[src/rtl/seg_serial_adder_pkg.sv]
// rtl/seg_serial_adder_pkg.sv - shared types and helpers for the segmented serial adder
package seg_serial_adder_pkg;

    typedef enum logic [1:0] {
        S_IDLE = 2'd0,
        S_RUN  = 2'd1,
        S_DONE = 2'd2
    } state_t;

    function automatic int ceil_div(input int n, input int d);
        return (n + d - 1) / d;
    endfunction

endpackage

[src/rtl/seg_adder_slice.sv]
// rtl/seg_adder_slice.sv - combinational SEG-bit ripple adder with a live-width limit
module seg_adder_slice #(
    parameter int SEG = 25
) (
    input  logic [SEG-1:0]           i_a,
    input  logic [SEG-1:0]           i_b,
    input  logic                     i_cin,
    input  logic [$clog2(SEG+1)-1:0] i_limit,
    output logic [SEG-1:0]           o_sum,
    output logic                     o_cout,
    output logic                     o_ctop
);

    logic [SEG:0] w_c;

    // Carries are tapped at the limit so a short final segment reports its own top bit.
    always_comb begin
        w_c = '0;
        w_c[0] = i_cin;
        for (int i = 0; i < SEG; i++) begin
            w_c[i+1] = (i_a[i] & i_b[i]) | (i_a[i] & w_c[i]) | (i_b[i] & w_c[i]);
        end
        o_sum  = i_a ^ i_b ^ w_c[SEG-1:0];
        o_cout = w_c[i_limit];
        o_ctop = w_c[i_limit - 1'b1];
    end

endmodule

[src/rtl/seg_serial_adder.sv]
// rtl/seg_serial_adder.sv - multi-cycle wide add/subtract, one SEG-bit segment per clock
module seg_serial_adder
    import seg_serial_adder_pkg::*;
#(
    parameter int WIDTH = 100,
    parameter int SEG   = 25
) (
    input  logic             clk,
    input  logic             rst,
    input  logic             in_valid,
    output logic             in_ready,
    input  logic [WIDTH-1:0] A,
    input  logic [WIDTH-1:0] B,
    input  logic             Cin,
    input  logic             Sub,
    output logic             out_valid,
    input  logic             out_ready,
    output logic [WIDTH-1:0] Sum,
    output logic             Cout,
    output logic             Ovf
);

    localparam int NSEG   = ceil_div(WIDTH, SEG);
    localparam int CW     = (NSEG > 1) ? $clog2(NSEG) : 1;
    localparam int LW     = $clog2(SEG + 1);
    localparam int LAST_W = WIDTH - (NSEG - 1) * SEG;

    state_t           r_state;
    state_t           w_next;
    logic [CW-1:0]    r_cnt;
    logic [WIDTH-1:0] r_a;
    logic [WIDTH-1:0] r_b;
    logic [WIDTH-1:0] r_sum;
    logic             r_carry;
    logic             r_cout;
    logic             r_ovf;

    logic             w_last;
    logic [31:0]      w_shift;
    logic [SEG-1:0]   w_a_seg;
    logic [SEG-1:0]   w_b_seg;
    logic [SEG-1:0]   w_seg_sum;
    logic [LW-1:0]    w_limit;
    logic             w_seg_cout;
    logic             w_seg_ctop;
    logic [WIDTH-1:0] w_mask;
    logic [WIDTH-1:0] w_sum_pos;

    assign w_last    = (r_cnt == CW'(NSEG - 1));
    assign w_shift   = 32'(r_cnt) * 32'(SEG);
    assign w_a_seg   = SEG'(r_a >> w_shift);
    assign w_b_seg   = SEG'(r_b >> w_shift);
    assign w_limit   = w_last ? LW'(LAST_W) : LW'(SEG);
    // Bits of the final segment beyond WIDTH-1 fall off the top of these shifts.
    assign w_mask    = WIDTH'({SEG{1'b1}}) << w_shift;
    assign w_sum_pos = WIDTH'(w_seg_sum) << w_shift;

    seg_adder_slice #(.SEG(SEG)) u_slice (
        .i_a     (w_a_seg),
        .i_b     (w_b_seg),
        .i_cin   (r_carry),
        .i_limit (w_limit),
        .o_sum   (w_seg_sum),
        .o_cout  (w_seg_cout),
        .o_ctop  (w_seg_ctop)
    );

    always_ff @(posedge clk or posedge rst) begin
        if (rst) r_state <= S_IDLE;
        else     r_state <= w_next;
    end

    always_comb begin
        w_next = r_state;
        case (r_state)
            S_IDLE:  if (in_valid) w_next = S_RUN;
            S_RUN:   if (w_last) w_next = S_DONE;
            S_DONE:  if (out_ready) w_next = S_IDLE;
            default: w_next = S_IDLE;
        endcase
    end

    always_comb begin
        in_ready  = (r_state == S_IDLE);
        out_valid = (r_state == S_DONE);
    end

    // Subtraction is A + ~B + ~Borrow, so B and the carry are pre-inverted at capture.
    always_ff @(posedge clk or posedge rst) begin
        if (rst) begin
            r_cnt   <= '0;
            r_a     <= '0;
            r_b     <= '0;
            r_sum   <= '0;
            r_carry <= 1'b0;
            r_cout  <= 1'b0;
            r_ovf   <= 1'b0;
        end else begin
            case (r_state)
                S_IDLE: begin
                    if (in_valid) begin
                        r_a     <= A;
                        r_b     <= B ^ {WIDTH{Sub}};
                        r_carry <= Cin ^ Sub;
                        r_cnt   <= '0;
                    end
                end
                S_RUN: begin
                    r_sum   <= (r_sum & ~w_mask) | (w_sum_pos & w_mask);
                    r_carry <= w_seg_cout;
                    r_cnt   <= r_cnt + 1'b1;
                    if (w_last) begin
                        r_cout <= w_seg_cout;
                        r_ovf  <= w_seg_cout ^ w_seg_ctop;
                    end
                end
                default: ;
            endcase
        end
    end

    assign Sum  = r_sum;
    assign Cout = r_cout;
    assign Ovf  = r_ovf;

endmodule

[config.mk]
export PLATFORM = sky130hd
export DESIGN_NAME = seg_serial_adder
export DESIGN_NICKNAME = d
export VERILOG_FILES = /design/src/rtl/seg_serial_adder_pkg.sv /design/src/rtl/seg_adder_slice.sv /design/src/rtl/seg_serial_adder.sv
export SDC_FILE = /design/constraint.sdc
export NUM_CORES = 1
export LEC_CHECK = 0
export CORE_MARGIN = 8
export CORE_UTILIZATION = 40
export DETAILED_ROUTE_END_ITERATION = 6
export HOLD_SLACK_MARGIN = 0.05
export PLACE_DENSITY = 0.64
export REMOVE_ABC_BUFFERS = 1
export SKIP_LAST_GASP = 1
export SYNTH_ARGS = -nofsm -noshare
export SYNTH_HDL_FRONTEND = slang
export SYNTH_SLANG_ARGS = --single-unit
[constraint.sdc]
create_clock -name clk -period 29.4 [get_ports clk]
set_input_delay 4.41 -clock clk [delete_from_list [all_inputs] [get_ports clk]]
set_output_delay 4.41 -clock clk [all_outputs]
set_load 0.005 [all_outputs]
# Word level (Yosys, flattened, before mapping)
# Cells that the tools add are included.
dict set report op_classes {
  addsub 1
  n_mul 1
  div 0
  n_lt_le_gt_ge 0
  eq_ne 6
  shifts 4
  mux 8
  bitwise 134
  reduce_logical 6
}
# operator count
set op_table {}
lappend op_table {{bitwise AND 100 bit} 2}
lappend op_table {{>> shifter 100 x 7 -> 25 bit} 2}
lappend op_table {{inverter 100 bit} 1}
lappend op_table {{OR 100 bit} 1}
lappend op_table {{left shift 25 x 7 -> 100 bit} 1}
lappend op_table {{left shift 25 x 7 -> 100 bit (first input constant)} 1}
lappend op_table {{XOR 100 bit} 1}
lappend op_table {{bitwise AND 1 bit} 75}
lappend op_table {{OR 1 bit} 50}
lappend op_table {{XOR 25 bit} 2}
lappend op_table {{two-way mux 2 bit} 4}
lappend op_table {{multiplier 2 x 5 -> 7 bit (second input constant)} 1}
lappend op_table {{one-hot mux 2 bit (3 select lines)} 1}
lappend op_table {{AND reduction 2 bit} 3}
lappend op_table {{equality test 2 bit (second input constant)} 2}
lappend op_table {{inequality test 2 bit (second input constant)} 2}
lappend op_table {{one-hot mux 2 bit (2 select lines)} 1}
lappend op_table {{AND reduction 3 bit} 1}
lappend op_table {{adder 2 x 1 -> 2 bit (second input constant)} 1}
lappend op_table {{equality test 2 x 1 -> 1 bit (second input constant)} 1}
lappend op_table {{logical NOT 2 bit} 1}
lappend op_table {{inequality test 2 x 1 -> 1 bit (second input constant)} 1}
lappend op_table {{one-hot mux 1 bit (2 select lines)} 1}
lappend op_table {{nonzero test 2 bit} 1}
lappend op_table {{2 further kinds} 3}
dict set report word_totals {
  regBits 307
  latchBits 0
  mem_bits_rw 0
  romBits 0
  in_bits 206
  wordCells 168
  memories 0
}

# Longest topological paths before layout
# Gate-level depths: netlist of the first run.
dict set report depth {
  depth_word 78
  mapped_depth 33
  ltp_nobuf 30
}

# Modules after synthesis
# A second synthesis of the first run with hierarchy kept.
dict set report unflattened {
  cells_unflattened 1255
  area_unflattened_um2 14764.2
}
# module n_inst cells_per_inst area_each_um2 seq_area_each_um2
set by_module_without_submodules {}
lappend by_module_without_submodules {seg_serial_adder 1 1182 13689.4 7682.4}
lappend by_module_without_submodules {seg_adder_slice 1 73 1074.8 0.0}

# Worst setup path after synthesis of the first run
# OpenSTA, ideal clock, no wires.
dict set report synth_timing {
  kind {register -> register}
  from {reg r_cnt[1]}
  to {reg with a tool-made name}
  setup_time_ns 0.125
  arrival_ns 12.650
  setup_slack_ns 16.626
  path_stages_with_launch 34
  period_less_slack_ns 12.774
  path_cell_list {dfrtp_1 > buf_2 > buf_2 > buf_2 > mux4_2 > fa_1 > inv_1 > fa_1 > fa_1 > fa_1 > fa_1 > fa_1 > fa_1 > fa_1 > fa_1 > fa_1 > fa_1 > fa_1 > fa_1 > fa_1 > fa_1 > fa_1 > fa_1 > fa_1 > fa_1 > fa_1 > fa_1 > fa_1 > fa_1 > fa_1 > inv_1 > fa_1 > and3_1 > mux2_2}
}
# item line
set synth_rtl {}
lappend synth_rtl {{from (decl)} seg_serial_adder.sv:30} ;# logic [CW-1:0] r_cnt;
lappend synth_rtl {{from (signal assigned)} seg_serial_adder.sv:111} ;# r_cnt <= r_cnt + 1'b1;

==> results_dict.tcl, run 1 <==
set metrics [dict create \
    grt_overflow 0 \
    cpMaxStageDelayCell "dfrtp_4" \
    synthDistinctLibCells 27 \
    intPower_mw 1.59 \
    place_congestion 0.741 \
    clock_path_buffers 3 \
    postCtsResizedCells 0 \
    clock_latency_ns 0.51 \
    rsz0062_at_grt "false" \
    path_max_fanout 41 \
    dr.first_iter.drc_count 309 \
    power_density_nw_per_um2 122 \
    setup_violations 0 \
    io_buffers 309 \
    finClkSkew_ns 0.00808 \
    finish.instance_area_um2 19900 \
    p_leak_nw 8.52 \
    vias_per_cell 4.98 \
    cts_max_level 2 \
    clock-sinks 307 \
    yosys_warnings 0 \
    maxCapViolations 0 \
    vias 9234 \
    final.period_utilization_pct 47.1 \
    die_area_um2 44900 \
    cts_tree "built" \
    path_common_cell "fa_1" \
    seq_area_um2 7690 \
    cts_hold_buf 0 \
    switching_share_pct 34.6 \
    netlist_area_um2 15300 \
    finalHoldViolations 0 \
    max_freq_mhz 72.2 \
    startpoint_type "flip-flop" \
    multi_input_area_um2 7000 \
    drt_wl_total_um 38900 \
    start_util_pct 40.6 \
    slowest_delay_ns 0.63 \
    num_io_pins 310 \
    postCtsSetupBuffers 0 \
    grt_max_degree 116 \
    clk_pin_slew_worst_paths_ns 0.06 \
    fill_cells 3241 \
    maxSlewHeadroom_pct 23.5 \
    status "finished, final reports clean" \
    worstHoldPathCells 1 \
    power.share.clock_pct 18.5 \
    fin_tns_setup_ns 0 \
    p_switching_mw 0.839 \
    p_seq_share_pct 30.4 \
    wl_per_cell_um 21.0 \
    first_pass_iters 4 \
    cp_data_required_time_ns 29.79 \
    area_delta_synth_final_pct 29.8 \
    diodes 0 \
    cp_data_arrival_time_ns 14.25 \
    dpl-instance-area_um2 18700 \
    synth-seq-cells 307 \
    synth_cells 1041 \
    r2r_cells 31 \
    die_h_um 212 \
    core_region_area_um2 37800 \
    cts_buffers 36 \
    fin_nets 1554 \
    p_comb_share_pct 51.1 \
    cts-root-buf "clkbuf_16" \
    synth_area_per_cell_um2 14.7 \
    ant_nets 0 \
    num_rows 71 \
    fin_crit_ns 13.85 \
    die_x_um 212 \
    worst_slew_pin_slew_ns 1.15 \
    seq_area_frac_synth_pct 50.1 \
    grt_util_all_layers_pct 17.4 \
    path_class "reg -> reg" \
    route.detailed.drc 0 \
    cp-end-kind "flip-flop" \
    hpwl_um 26800 \
    grt_pass1_wl_um 61700 \
    antenna_found_initial 1 \
    drive_gt1_share_pct 32.3 \
    grt_pass1_vias 10381 \
    vdd_drop_max_mv 0.0596 \
    finalMaxSlewViolations 0 \
    hold_class "reg -> reg" \
]
area by class of cell:
cell class,instances,area share (%)
Inverter,52,1.02
Timing Repair Buffer,321,16.0
Sequential cell,307,38.6
Tap cell,511,3.21
Multi-Input combinational cell,601,35.1
Clock buffer,49,5.23
Clock inverter,15,0.804
cell usage after synthesis:
cell	n	area (um^2)
buf_6	5	56.3
dfrtp_1	307	7680
ha_1	4	50.1
mux2_4	39	586
a31o_2	1	8.76
xor2_1	101	885
mux2_2	263	2960
nor3b_1	49	368
fa_1	25	500
nor2_1	1	3.75
o21ai_0	1	5.00
nor2b_1	1	6.26
nor3_1	23	115
inv_1	52	195
clkbuf_1	14	52.6
nor3b_2	1	12.5
a221o_1	1	10.0
nand2b_1	1	6.26
and3b_1	33	289
xnor2_1	1	8.76
o21bai_1	1	7.51
buf_2	40	200
mux4_2	50	1130
and3_1	2	12.5
a21o_1	2	15.0
buf_4	22	165
or3b_2	1	8.76
kinds of logic after synthesis:
family,count (synthesis),share of synthesized area [%]
AOI/OAI and AO/OA,6,0.302
buffers and inverters,133,4.36
adders and majority gates,29,3.59
muxes,352,30.5
DFF,307,50.1
xor gates and xnor gates,102,5.82
and+or+nand+nor,112,5.36
power by group through the flow:
stage,clock [mW],combinational [mW],sequential [mW]
2_1_floorplan,0,0.905,0.741
3_3_place_gp,0,1.24,0.741
3_5_place_dp,0,1.26,0.747
4_1_cts,0.464,1.27,0.742
5_1_grt,0.481,1.37,0.767
6_report,0.450,1.24,0.739
routing by layer:
metal / routed length [um] / vias up / GRT usage (%)
li1: - / 4207 / -
met1: 17900 / 4756 / 24.2
met2: 18000 / 224 / 27.7
met3: 2450 / 45 / 4.39
met4: 516 / 2 / 3.21
met5: 10 / - / 0
critical path: cells and delay by family (launching register included):
kind | cells | cell delay (ns)
buffers and inverters | 3 | 0.72
adder cells (fa/ha/maj) | 25 | 11.56
flip-flops | 1 | 0.63
multiplexers | 2 | 0.60
AND/OR/NAND/NOR | 1 | 0.20
cell usage in the layout (no fill, tap or decap), drive strengths merged, types with 3 or more instances in the layout:
cell,n
mux4,50
dfrtp,307
nor3b,50
inv,54
clkdlybuf4s50,308
nor3,23
ha,4
and3b,33
fa,25
bufinv,3
clkinv,9
mux2,302
clkbuf,49
xor2,101
buf,13
metrics by stage:
stage | worst slack, ns | power (mW) | hold slack, ns | cells | util (%)
after floorplan | 13.61 | 1.65 | 0.475 | 960 | -
after CTS | 15.33 | 2.47 | 0.503 | 1856 | 52.7
after global routing | 14.92 | 2.62 | 0.512 | 1856 | 52.7
after global placement | 15.46 | 1.98 | 0.483 | 1792 | 49.6
after detailed placement | 15.36 | 2.01 | 0.490 | 1792 | 49.6
final | 15.55 | 2.43 | 0.501 | 1856 | 52.7
path summary, 6_finish.rpt:
check	startpoint	endpoint	slack (ns)
worst max-delay path	r_cnt[0]$_DFFE_PP0P_	flip-flop	15.55
worst min-delay path	r_a[68]$_DFFE_PP0P_	r_a[68]$_DFFE_PP0P_	0.50
worst max register to register	r_cnt[0]$_DFFE_PP0P_	flip-flop	15.55
worst min register to register	r_a[68]$_DFFE_PP0P_	r_a[68]$_DFFE_PP0P_	0.50
max in group asynchronous	rst	r_b[56]$_DFFE_PP0P_	22.79
min in group asynchronous	rst	r_a[41]$_DFFE_PP0P_	4.47
(Power assumes the default switching activity.)
==> inputs of run 2 (changes only) <==
PLACE_DENSITY = 0.66   (was 0.64)
clock period = 12.1 ns   (was 29.4 ns; I/O delays follow)
==> run 2 against run 1 <==
Compared with the run above:
- critical path depth fell by 1
- clock skew grew 0.015 ns
- maximum frequency up 18%
- via count shrank 0.30%
- combinational power grew to 2.6 times the previous value
- sequential power grew 140%
- non-clock buffer count up 11
- register-to-register slack got worse by 15 ns
- hold slack lost 0.00075 ns
- routed wire length hardly changed
- sequential share of layout area fell by 0.24 points
- core utilization grew 0.33 points
- critical path type unchanged
==> results_dict.tcl, run 2 (same netlist as run 1, synthesis figures left out) <==
set metrics [dict create \
    status "finished, final reports clean" \
    die_h_um 212 \
    hold_class "reg -> reg" \
    wl_per_cell_um 20.8 \
    switching_share_pct 34.1 \
    final_core_util_pct 53.1 \
    fin_tns_setup_ns 0 \
    worst_slew_pin_slew_ns 1.12 \
    clock_latency_ns 0.53 \
    max_freq_mhz 85.0 \
    place_congestion 0.737 \
    first_pass_iters 6 \
    p_comb_share_pct 52.9 \
    mostFrequentLayoutCell "clkdlybuf4s50_1" \
    path_max_fanout 4 \
    seq_area_um2 7690 \
    rsz0062_at_grt "false" \
    final.period_utilization_pct 97.2 \
    cp-end-kind "flip-flop" \
    ant_nets 0 \
    grt_pass1_wl_um 60800 \
    power.share.clock_pct 17.9 \
    die_area_um2 44900 \
    hpwl_um 27100 \
    antenna_found_initial 2 \
    final_cell_mix "308 x clkdlybuf4s50_1, 305 x dfrtp_1, 263 x mux2_2, 101 x xor2_1, 51 x inv_1" \
    cts_tree "built" \
    cts_buffers 36 \
    dr.first_iter.drc_count 323 \
    core_region_area_um2 37800 \
    power_density_nw_per_um2 301 \
    grt_overflow 0 \
    clock_path_buffers 3 \
    route.detailed.drc 0 \
    io_buffers 309 \
    p_seq_share_pct 29.2 \
    vdd_drop_max_mv 0.139 \
    p_switching_mw 2.06 \
    area_delta_synth_final_pct 30.6 \
    hold_ws_ns 0.500 \
    num_io_pins 310 \
    finalMaxSlewViolations 0 \
    path_common_cell "fa_2" \
    grt_max_degree 103 \
    postCtsSetupBuffers 0 \
    drt_wl_total_um 38900 \
    maxSlewHeadroom_pct 25.1 \
    fill_cells 3230 \
    grt_pass1_vias 10317 \
    cp_data_arrival_time_ns 12.17 \
    finalHoldViolations 0 \
    die_x_um 212 \
    grt_util_all_layers_pct 17.2 \
    placed_cells 1803 \
    path_class "reg -> reg" \
    finClkSkew_ns 0.0234 \
    clk_pin_slew_worst_paths_ns 0.06 \
    slowest_delay_ns 0.50 \
    setup_violations 0 \
    startpoint_type "flip-flop" \
    cpMaxStageDelayCell "dfrtp_4" \
    intPower_mw 3.98 \
    maxCapViolations 0 \
    drive_gt1_share_pct 34.1 \
    cts-root-buf "clkbuf_16" \
    fin_nets 1565 \
    vias 9206 \
    start_util_pct 40.6 \
    final_cells 1869 \
    multi_input_area_um2 7050 \
    num_rows 71 \
    cts_hold_buf 0 \
    vias_per_cell 4.93 \
    p_leak_nw 8.55 \
    fin_crit_ns 11.77 \
    cts_max_level 2 \
    cp_data_required_time_ns 12.51 \
    power_mw 6.04 \
    clock-sinks 307 \
]
## run 2: metal layers
metal / vias up / global-route usage [%] / routed length (um)
li1: 4225 / - / -
met1: 4723 / 22.5 / 17200
met5: - / 0 / 0
met3: 47 / 4.44 / 2290
met2: 211 / 28.3 / 18700
met4: 0 / 4.41 / 701
## run 2: layout make-up
| class | count | area share [%] |
|---|---|---|
| Inverter | 52 | 1.01 |
| Clock buffer | 54 | 5.39 |
| Sequential cell | 307 | 38.4 |
| Timing Repair Buffer | 332 | 16.3 |
| Antenna cell | 3 | 0.0375 |
| Tap cell | 511 | 3.19 |
| Multi-Input combinational cell | 601 | 35.2 |
| Clock inverter | 9 | 0.512 |
## run 2: path summary, 6_finish.rpt
| kind | slack, ns | startpoint | end | cells after the start |
|---|---|---|---|---|
| setup reg to reg | 0.33 | r_cnt[0]$_DFFE_PP0P_ | flip-flop | 30 |
| setup / recovery | 0.33 | r_cnt[0]$_DFFE_PP0P_ | flip-flop | 30 |
| hold / removal | 0.50 | r_b[96]$_DFFE_PP0P_ | r_b[96]$_DFFE_PP0P_ | 1 |
| max in group asynchronous | 8.05 | rst | r_b[57]$_DFFE_PP0P_ | 4 |
| min in group asynchronous | 1.80 | rst | r_a[15]$_DFFE_PP0P_ | 2 |
| hold reg to reg | 0.50 | r_b[96]$_DFFE_PP0P_ | r_b[96]$_DFFE_PP0P_ | 1 |
## run 2: what timing repair did
| action | CTS | global route |
|---|---|---|
| endpoints found under the setup margin | 15 | 4 |
| gates resized for setup | 18 | 3 |
| pin swaps | 2 | 2 |
## run 2: critical path: cells and delay by family (launching register included)
kind | cells | cell delay (ns)
adder cells (fa/ha/maj) | 25 | 10.14
buffers and inverters | 2 | 0.16
flip-flops | 1 | 0.50
multiplexers | 2 | 0.62
AND/OR/NAND/NOR | 1 | 0.20
## run 2: power groups by stage
stage | sequential, mW | combinational (mW) | clock, mW
global route | 1.83 | 3.52 | 1.15
finish | 1.76 | 3.19 | 1.08
detailed placement | 1.78 | 3.14 | 0
CTS | 1.77 | 3.24 | 1.11
global placement | 1.76 | 3.08 | 0
floorplan | 1.80 | 2.20 | 0
## run 2: through the flow
step           area, um^2  worst slack [ns]
5_1_grt             20000            0.0130
6_report            20000             0.333
4_1_cts             20000            0.0404
2_1_floorplan       14900             -3.69
3_3_place_gp        18800             -1.09
3_5_place_dp        18800             -1.23
